===== src/rtl/ofm_writer.sv =====
// Output feature map writer: saturates accumulator results to 8 bits, packs four
// per 32-bit word, writes sequential addresses and flags frame completion.
module ofm_writer #(
  parameter int ACC_W = 16,
  parameter int WORDS = 128,
  parameter bit RELU  = 1'b1
) (
  input  logic             clk,
  input  logic             rst,
  input  logic             start,
  input  logic             in_valid,
  input  logic [ACC_W-1:0] in_data,
  input  logic             in_last,
  output logic             in_ready,
  output logic [8:0]       address,
  output logic [31:0]      wrData,
  output logic             wr,
  output logic             done,
  output logic [31:0]      number
);

  typedef enum logic [1:0] {IDLE, RUN, LAST_WR, DONE} state_t;

  localparam logic signed [ACC_W-1:0] MAXV     = ACC_W'(127);
  localparam logic signed [ACC_W-1:0] MINV     = ACC_W'(-128);
  localparam logic [7:0]              LAST_PTR = 8'(WORDS - 1);

  state_t      state;
  logic [1:0]  lane;
  logic [7:0]  word_ptr;
  logic [31:0] packed_word;

  logic [7:0]  sat_byte;
  logic [31:0] word_next;
  logic        accept;
  logic        close_word;
  logic        frame_end;

  assign in_ready   = (state == RUN);
  assign accept     = in_valid && in_ready;
  assign close_word = accept && ((lane == 2'd3) || in_last);
  assign frame_end  = close_word && (in_last || (word_ptr == LAST_PTR));

  always_comb begin
    sat_byte = in_data[7:0];
    if (RELU && in_data[ACC_W-1])
      sat_byte = '0;
    else if ($signed(in_data) > MAXV)
      sat_byte = 8'h7F;
    else if ($signed(in_data) < MINV)
      sat_byte = 8'h80;
  end

  always_comb begin
    word_next = packed_word;
    word_next[lane*8 +: 8] = sat_byte;
  end

  always_ff @(posedge clk) begin
    if (rst) begin
      state       <= IDLE;
      lane        <= '0;
      word_ptr    <= '0;
      packed_word <= '0;
      address     <= '0;
      wrData      <= '0;
      wr          <= 1'b0;
      done        <= 1'b0;
      number      <= '0;
    end else begin
      wr <= 1'b0;
      case (state)
        IDLE: begin
          if (start) begin
            state       <= RUN;
            word_ptr    <= '0;
            lane        <= '0;
            packed_word <= '0;
          end
        end
        RUN: begin
          if (close_word) begin
            // The closing element goes straight into the emitted word so
            // the write lands one cycle after acceptance.
            wr          <= 1'b1;
            address     <= {1'b0, word_ptr};
            wrData      <= word_next;
            word_ptr    <= word_ptr + 8'd1;
            lane        <= '0;
            packed_word <= '0;
            if (frame_end)
              state <= LAST_WR;
          end else if (accept) begin
            packed_word <= word_next;
            lane        <= lane + 2'd1;
          end
        end
        LAST_WR: begin
          state <= DONE;
          done  <= 1'b1;
        end
        DONE: begin
          if (start) begin
            state       <= RUN;
            done        <= 1'b0;
            number      <= number + 32'd1;
            word_ptr    <= '0;
            lane        <= '0;
            packed_word <= '0;
          end
        end
        default: state <= IDLE;
      endcase
    end
  end

endmodule


===== config.mk =====
export PLATFORM = sky130hd
export DESIGN_NAME = ofm_writer
export DESIGN_NICKNAME = d
export VERILOG_FILES = /design/src/rtl/ofm_writer.sv
export SDC_FILE = /design/constraint.sdc
export NUM_CORES = 1
export LEC_CHECK = 0
export ABC_AREA = 1
export CAP_MARGIN = 20
export CORE_MARGIN = 8
export CORE_UTILIZATION = 53
export CTS_CLUSTER_SIZE = 28
export DETAILED_ROUTE_END_ITERATION = 8
export PLACE_DENSITY = 0.84
export SYNTH_ARGS = -nofsm -noshare
export SYNTH_HDL_FRONTEND = slang
export SYNTH_SLANG_ARGS = --single-unit

===== constraint.sdc =====
create_clock -name clk -period 2.4 [get_ports clk]
set_input_delay 0.36 -clock clk [delete_from_list [all_inputs] [get_ports clk]]
set_output_delay 0.36 -clock clk [all_outputs]
set_load 0.03 [all_outputs]

==> results of run 1 <==
-- worst paths after layout --
check                       start  cells after the start               to
setup / recovery         state[1]                      3         in_ready
hold / removal                rst                      2        number[4]
setup reg to reg          lane[1]                      7   packed_word[5]
hold reg to reg   packed_word[17]                      2  packed_word[17]
-- stage by stage --
| step | hold slack [ns] | setup slack, ns | instance area (um2) | std cells |
|---|---|---|---|---|
| 6_report | 0.119 | 0.101 | 7470 | 1096 |
| 5_1_grt | 0.117 | 0.00920 | 7470 | 1096 |
| 4_1_cts | 0.105 | 0.0679 | 7470 | 1096 |
| 2_1_floorplan | 0.445 | 0.514 | 5780 | 850 |
| 3_3_place_gp | 0.452 | 0.344 | 6860 | 1065 |
| 3_5_place_dp | 0.457 | 0.317 | 6860 | 1065 |
-- critical path, cell delays in order (launching register included) --
cell and delay (ns):
dfxtp_1 0.33, inv_1 0.10, ha_1 0.28, clkdlybuf4s50_1 0.71
-- logic make-up (layout without fill, tap and decap cells) --
family,Yosys count,in the layout,synth area share
compound gates,143,143,0.131
xor+xnor,12,12,0.0182
fa+ha+maj,12,12,0.0260
buf+inv,134,240,0.0924
flops,118,118,0.409
other cells,1,1,0.000649
simple gates,430,430,0.323
-- flip-flops by register name, indices dropped and copies added, names as in the netlist --
name / cells
packed_word: 32
lane: 2
wr: 1
number: 32
wrData: 32
done: 1
word_ptr: 8
address: 8
state: 2
-- routing by layer --
metal / share of wire / up-vias / global-route usage
met5: 0 / - / 0
met4: 0.021 / 0 / 0.0952
met3: 0.071 / 34 / 0.0573
met2: 0.49 / 224 / 0.378
met1: 0.42 / 2704 / 0.261
li1: - / 2903 / -
-- placed cells by master (no fill, tap or decap), types with 2 or more instances in the layout --
master	count
a211oi_1	3
a21oi_1	69
a22oi_1	5
buf_4	13
bufinv_16	3
clkbuf_1	2
clkbuf_16	16
clkbuf_8	6
clkdlybuf4s50_1	94
clkinvlp_4	3
dfxtp_1	118
ha_1	12
inv_1	95
inv_2	4
nand2_1	221
nand2_2	2
nand3_1	26
nand3_2	2
nand3b_1	6
nand4_1	22
nor2_1	115
nor2_4	3
nor3_1	20
nor3_4	3
nor3b_1	4
o21a_1	2
o21ai_0	57
o21bai_1	4
or2_2	3
xnor2_1	4
xor2_1	8
-- area by class of cell --
| cell class | instances | area, um2 |
|---|---|---|
| clock inverter | 7 | 118 |
| multi-input combinational | 598 | 2890 |
| tap | 140 | 175 |
| clock buffer | 24 | 490 |
| inverter | 100 | 375 |
| sequential | 118 | 2360 |
| timing repair buffer | 109 | 1060 |
| fill | 866 | 3280 |
-- power groups by stage --
stage	Combinational, mW	Sequential, mW	Clock (mW)
floorplan	1.00	2.45	0
CTS	1.79	2.23	2.61
global placement	1.75	2.26	0
finish	1.80	2.23	2.59
detailed placement	1.76	2.26	0
global route	1.97	2.25	2.70
==> out/qor.txt, run 1 <==
RUN STATUS
--------------------------------------------------------------------------------------
Status                                                                    complete, no violations

TIMING
--------------------------------------------------------------------------------------
Normalized max-slew margin                                                       0.541
Clock skew after layout                                                     0.00849 ns
Setup repair after global routing missed its margin                              false
Count of final max-slew check failures                                               0
Summed negative setup slack over all endpoints                                    0 ns
Worst Tran Pin Value                                                          0.683 ns
Final Cycle Share                                                                0.958
Final hold violation count                                                           0
Number of endpoints failing setup at the final stage                                 0
Tmin final                                                                     2.30 ns
Maximum clock frequency                                                        435 MHz

LAYOUT
--------------------------------------------------------------------------------------
Layout cells sized above 1                                                      0.0690
Final core utilization                                                           0.695
Number of antenna cells inserted                                                     0
P&R area growth vs syn                                                           29.2%
Final #Nets                                                                        977

CRITICAL PATH
--------------------------------------------------------------------------------------
Kind of end point of the critical path                                    primary output
Reg2reg setup slack                                                            0.28 ns
Critical path type                                                        register to primary output
Worst Path Arrival                                                             1.94 ns
Nature of the critical path startpoint                                        register
Crit-path max FO                                                                     6
Endpoint required time on the critical path                                    2.04 ns

CLOCK TREE
--------------------------------------------------------------------------------------
Number of buffers inserted for hold repair after clock tree synthesis                0
H-tree level count                                                                   4
Post_cts resized                                                                     0
Cell chosen for the clock root                                                clkbuf_8
Clock tree from TritonCTS                                                          yes
Clock Path Buffers                                                                   2
Clock slew at the register clock pins of the worst setup and hold paths        0.06 ns
Cts bufs inserted                                                                   17
Clock latency reported for the late side of the worst-skew pair                0.52 ns
Total setup buffers inserted after CTS                                               0
Clk sink count                                                                     118

YOSYS
--------------------------------------------------------------------------------------
Synth top area cells                                                      dfxtp_1, nand2_1, nor2_1
Cell variety after synth                                                            37
Number of warnings issued by yosys                                                   0
Share of synthesized area occupied by flip-flops and latches                     0.409
Synth top cells by count                                                  nand2_1, dfxtp_1, nor2_1, inv_1, a21oi_1
Total of flip-flops plus latches after synthesis                                   118
Most used DFF post-synth                                                       dfxtp_1
Syn Std Cell Area                                                             5780 um2
EDFF count, synth                                                                    0
Average cell area after synthesis                                             6.80 um2
Fraction of post-synthesis cell area in the top cell type by area                0.409
Post-Syn Nets                                                                      883
Post-synth ARST share                                                                0
Gate count of the mapped netlist                                                   850
Dominant cell type by area after synthesis                                     dfxtp_1
Most frequent cell after synthesis                                             nand2_1

DIE
--------------------------------------------------------------------------------------
Horizontal die dimension                                                        120 um
DIE HEIGHT                                                                      120 um
Area of the die                                                             14,500 um2
Number of top-level pins                                                            97
Number of placement rows                                                            38
Area of the core                                                            10,700 um2
Starting utilization of the core area                                            0.538

ROUTE
--------------------------------------------------------------------------------------
Total length of routed wires                                                 16,100 um
Ratio of routed vias to standard cells                                            5.35
DRC Markers                                                                          0
Antenna violation net count after detailed routing                                   0
Iteration-0 DRC count of the detailed router                                       504
Router iterations before antenna repair                                              6
Routed wirelength normalized by instance count                                 14.7 um
Vias                                                                             5,865

PWR
--------------------------------------------------------------------------------------
Switching pwr                                                                  2.21 mW
Total power divided by cell area                                            886 nW/um2
Sum of internal, switching and leakage power                                   6.62 mW
Cell-internal power                                                            4.41 mW
VDD IR max                                                                    0.538 mV
Leakage component of the power                                                 3.08 nW
Power share of the sequential group                                              0.337
Combinational group share of total power                                         0.272
Switching portion of total power                                                 0.334
Clock power share                                                                0.392

RUN
--------------------------------------------------------------------------------------
Number of max-cap violations                                                         0

PLACED DESIGN
--------------------------------------------------------------------------------------
PortBufs                                                                            95
Placer congestion estimate                                                       0.914
Dpl hpwl                                                                     10,800 um

GLOBAL ROUTING
--------------------------------------------------------------------------------------
Maximum number of pins on one net before global-route repair                        50
Global-route congestion overflow total                                               0
Number of antenna violations at the first check in global routing                    0
First-pass GRT wire length                                                   26,700 um
Vias in the first global route                                                   5,719
Overall Global Routing Usage                                                     0.223

MIN PATH
--------------------------------------------------------------------------------------
Class of the tightest hold or removal check                               input pin to register

(Power assumes the default switching activity.)
==> run 2, diff against run 1 <==
CTS_CLUSTER_DIAMETER = 60   (was unset)
SKIP_CTS_REPAIR_TIMING = 1   (was unset)
==> results of run 2 <==
The final DEF is identical to that of run 1; final timing and power are the same.
==> run 3, diff against run 2 <==
CORE_ASPECT_RATIO = 1.1   (was unset)
CTS_CLUSTER_DIAMETER = unset   (was 60)
==> run 3 against run 2 <==
  * Clock power down 6%
  * Utilization down 0.13 points
  * Register-to-register slack better by 0.10 ns
  * Die area about the same
  * Sequential share of layout area about the same
  * Via count unchanged
  * Non-clock buffer count up 3
  * Hold slack better by 0.34 ns
  * First-iteration DRC count up 11%
  * Flip-flop and latch count unchanged
  * Cell count up 1.0%
  * Critical endpoint unchanged
  * Highest routed layer unchanged
==> out/qor.txt, run 3 (same netlist as run 1, synthesis figures left out) <==
RUN STATUS
--------------------------------------------------------------------------------------
Status                                                                    complete, no violations

PWR
--------------------------------------------------------------------------------------
VDD IR max                                                                    0.707 mV   +31%
Leakage component of the power                                                 3.09 nW   +0.35%
Total power divided by cell area                                            872 nW/um2   -1.6%
Sum of internal, switching and leakage power                                   6.51 mW   -1.7%

MIN PATH
--------------------------------------------------------------------------------------
Hold path cells                                                                      2   unchanged
Class of the tightest hold or removal check                               register to register

GLOBAL ROUTING
--------------------------------------------------------------------------------------
Overall Global Routing Usage                                                     0.219   -0.00371
Maximum number of pins on one net before global-route repair                        57   +14%
First-pass GRT wire length                                                   26,100 um   -2.1%
Number of antenna violations at the first check in global routing                    0   unchanged
Global-route congestion overflow total                                               0   unchanged
Vias in the first global route                                                   5,562   -2.7%

TIMING
--------------------------------------------------------------------------------------
Summed negative setup slack over all endpoints                                    0 ns   unchanged
Crit path setup slack, layout                                                 0.175 ns   +0.0740 ns
Post-route worst hold slack                                                   0.464 ns   +0.345 ns
Final hold violation count                                                           0   unchanged
Count of final max-slew check failures                                               0   unchanged
Number of endpoints failing setup at the final stage                                 0   unchanged
Maximum clock frequency                                                        449 MHz   +3.3%
Normalized max-slew margin                                                       0.615   +0.0740
Final Cycle Share                                                                0.927   -0.0308
Worst Tran Pin Value                                                          0.578 ns   -0.105 ns
Setup repair after global routing missed its margin                              false
Tmin final                                                                     2.22 ns   -0.0740 ns
Clock skew after layout                                                     0.00487 ns   -0.00362 ns

CLOCK TREE
--------------------------------------------------------------------------------------
Cell chosen for the clock root                                               clkbuf_16
Clock slew at the register clock pins of the worst setup and hold paths        0.05 ns   about the same
H-tree level count                                                                   4   unchanged
Clock latency reported for the late side of the worst-skew pair                0.41 ns   -0.11 ns
Cts bufs inserted                                                                   17   unchanged
Clock Path Buffers                                                                   2   unchanged
Clock tree from TritonCTS                                                          yes
Clk sink count                                                                     118   unchanged

PLACED DESIGN
--------------------------------------------------------------------------------------
Pre-CTS WS                                                                    0.295 ns   -0.0224 ns
PortBufs                                                                            95   unchanged
Placer congestion estimate                                                       0.892   -2.4%
Instance area after placement                                                 6890 um2   +0.46%
Number of placed cells counting well taps                                        1,075   +0.94%
Dpl hpwl                                                                     10,800 um   -0.14%

DIE
--------------------------------------------------------------------------------------
Number of placement rows                                                            40   +5.3%
Starting utilization of the core area                                            0.537   -0.000751
Area of the die                                                             14,500 um2   about the same
DIE HEIGHT                                                                      126 um   +4.2%
Area of the core                                                            10,800 um2   +0.14%
Horizontal die dimension                                                        116 um   -4.0%
Number of top-level pins                                                            97   unchanged

ROUTE
--------------------------------------------------------------------------------------
Total length of routed wires                                                 15,700 um   -2.4%
Met3 wire len                                                                  1370 um   +19%
Router iterations before antenna repair                                              6   unchanged
Detailed-routing wirelength on met1                                            6540 um   -3.7%
Vias                                                                             5,865   unchanged
Routed wirelength normalized by instance count                                 14.2 um   -3.3%
DRC Markers                                                                          0   unchanged
Ratio of routed vias to standard cells                                            5.30   -0.99%
Routed length on met2                                                          7480 um   -4.9%
Highest routed layer                                                              met4
Antenna violation net count after detailed routing                                   0   unchanged
Iteration-0 DRC count of the detailed router                                       558   +11%

CRITICAL PATH
--------------------------------------------------------------------------------------
Depth of the most critical reg-to-reg path                                           8   +1
Critical Path Max Stage Delay                                                  0.73 ns   +0.02 ns
Kind of end point of the critical path                                    primary output
Worst Path Arrival                                                             1.86 ns   -0.08 ns
Crit-path max FO                                                                     6   unchanged
Slowest library cell on the worst path                                    clkdlybuf4s50_1
Cell family with the largest share of critical-path delay                 buffers and inverters
Cell count along the critical path                                                   3   unchanged
Critical path type                                                        register to primary output
CP Cell Sequence                                                          inv_1 -> ha_1 -> clkdlybuf4s50_1
Nature of the critical path startpoint                                        register
Endpoint required time on the critical path                                    2.04 ns   about the same
Worst path bufs/invs                                                                 2   unchanged

LAYOUT
--------------------------------------------------------------------------------------
Storage element area                                                          2360 um2   unchanged
Area of the multi-input gates                                                 2890 um2   unchanged
Filler cell count                                                                  842   -2.8%
Commonest non-fill, non-tap cell in the layout                                 nand2_1
Most frequent cells in the layout                                         nand2_1, dfxtp_1, nor2_1
Final Cell Area                                                               7470 um2   about the same
Final #Nets                                                                        980   +0.31%
Number of antenna cells inserted                                                     0   unchanged
Final core utilization                                                           0.694   -0.00132
Layout cells sized above 1                                                      0.0729   +0.00388
P&R area growth vs syn                                                           29.1%   about the same
Biggest registers after layout                                            number: 32 flops, packed_word: 32 flops, wrData: 32 flops
Number of standard cells in the layout, taps in and fillers out                  1,107   +1.0%

RUN
--------------------------------------------------------------------------------------
Number of max-cap violations                                                         0   unchanged

-- run 3: cell types whose count changed in the layout (fill, tap and decap cells not counted), sizes merged --
cell and change:
buf +3, clkinvlp -2, clkinv +5, bufinv -2
-- run 3: layout make-up --
cell class	instances	share of cell area
multi-input cells	598	0.386
flip-flops and latches	118	0.316
repair buffers	112	0.145
clock buffers	24	0.0672
inverters	100	0.0503
well taps	147	0.0246
clock inverters	8	0.00955
-- run 3: worst register-to-register path, cell delays in order (launching register included) --
cell and delay, ns:
dfxtp_1 0.38, inv_1 0.08, ha_1 0.36, nor2_1 0.28, a21oi_2 0.08, nand2_2 0.11
buf_4 0.38, nand2_1 0.10, a21oi_1 0.17
-- run 3: layer usage --
layer,up-vias,track usage
met3,37,0.0467
li1,2908,-
met1,2683,0.263
met2,237,0.363
met5,-,0
met4,0,0.0983
-- run 3: path summary, 6_finish.rpt --
path	startpoint	endpoint	slack [ns]
worst max-delay path	state[1]	in_ready	0.18
worst min-delay path	packed_word[17]	packed_word[17]	0.46
worst max register to register	state[0]	packed_word[1]	0.38
worst min register to register	packed_word[17]	packed_word[17]	0.46
-- run 3: power by group --
part / leakage (nW) / switching, mW / internal (mW)
clock network: 0.286 / 0.888 / 1.55
logic: 1.85 / 1.24 / 0.589
registers: 0.954 / 0.109 / 2.13
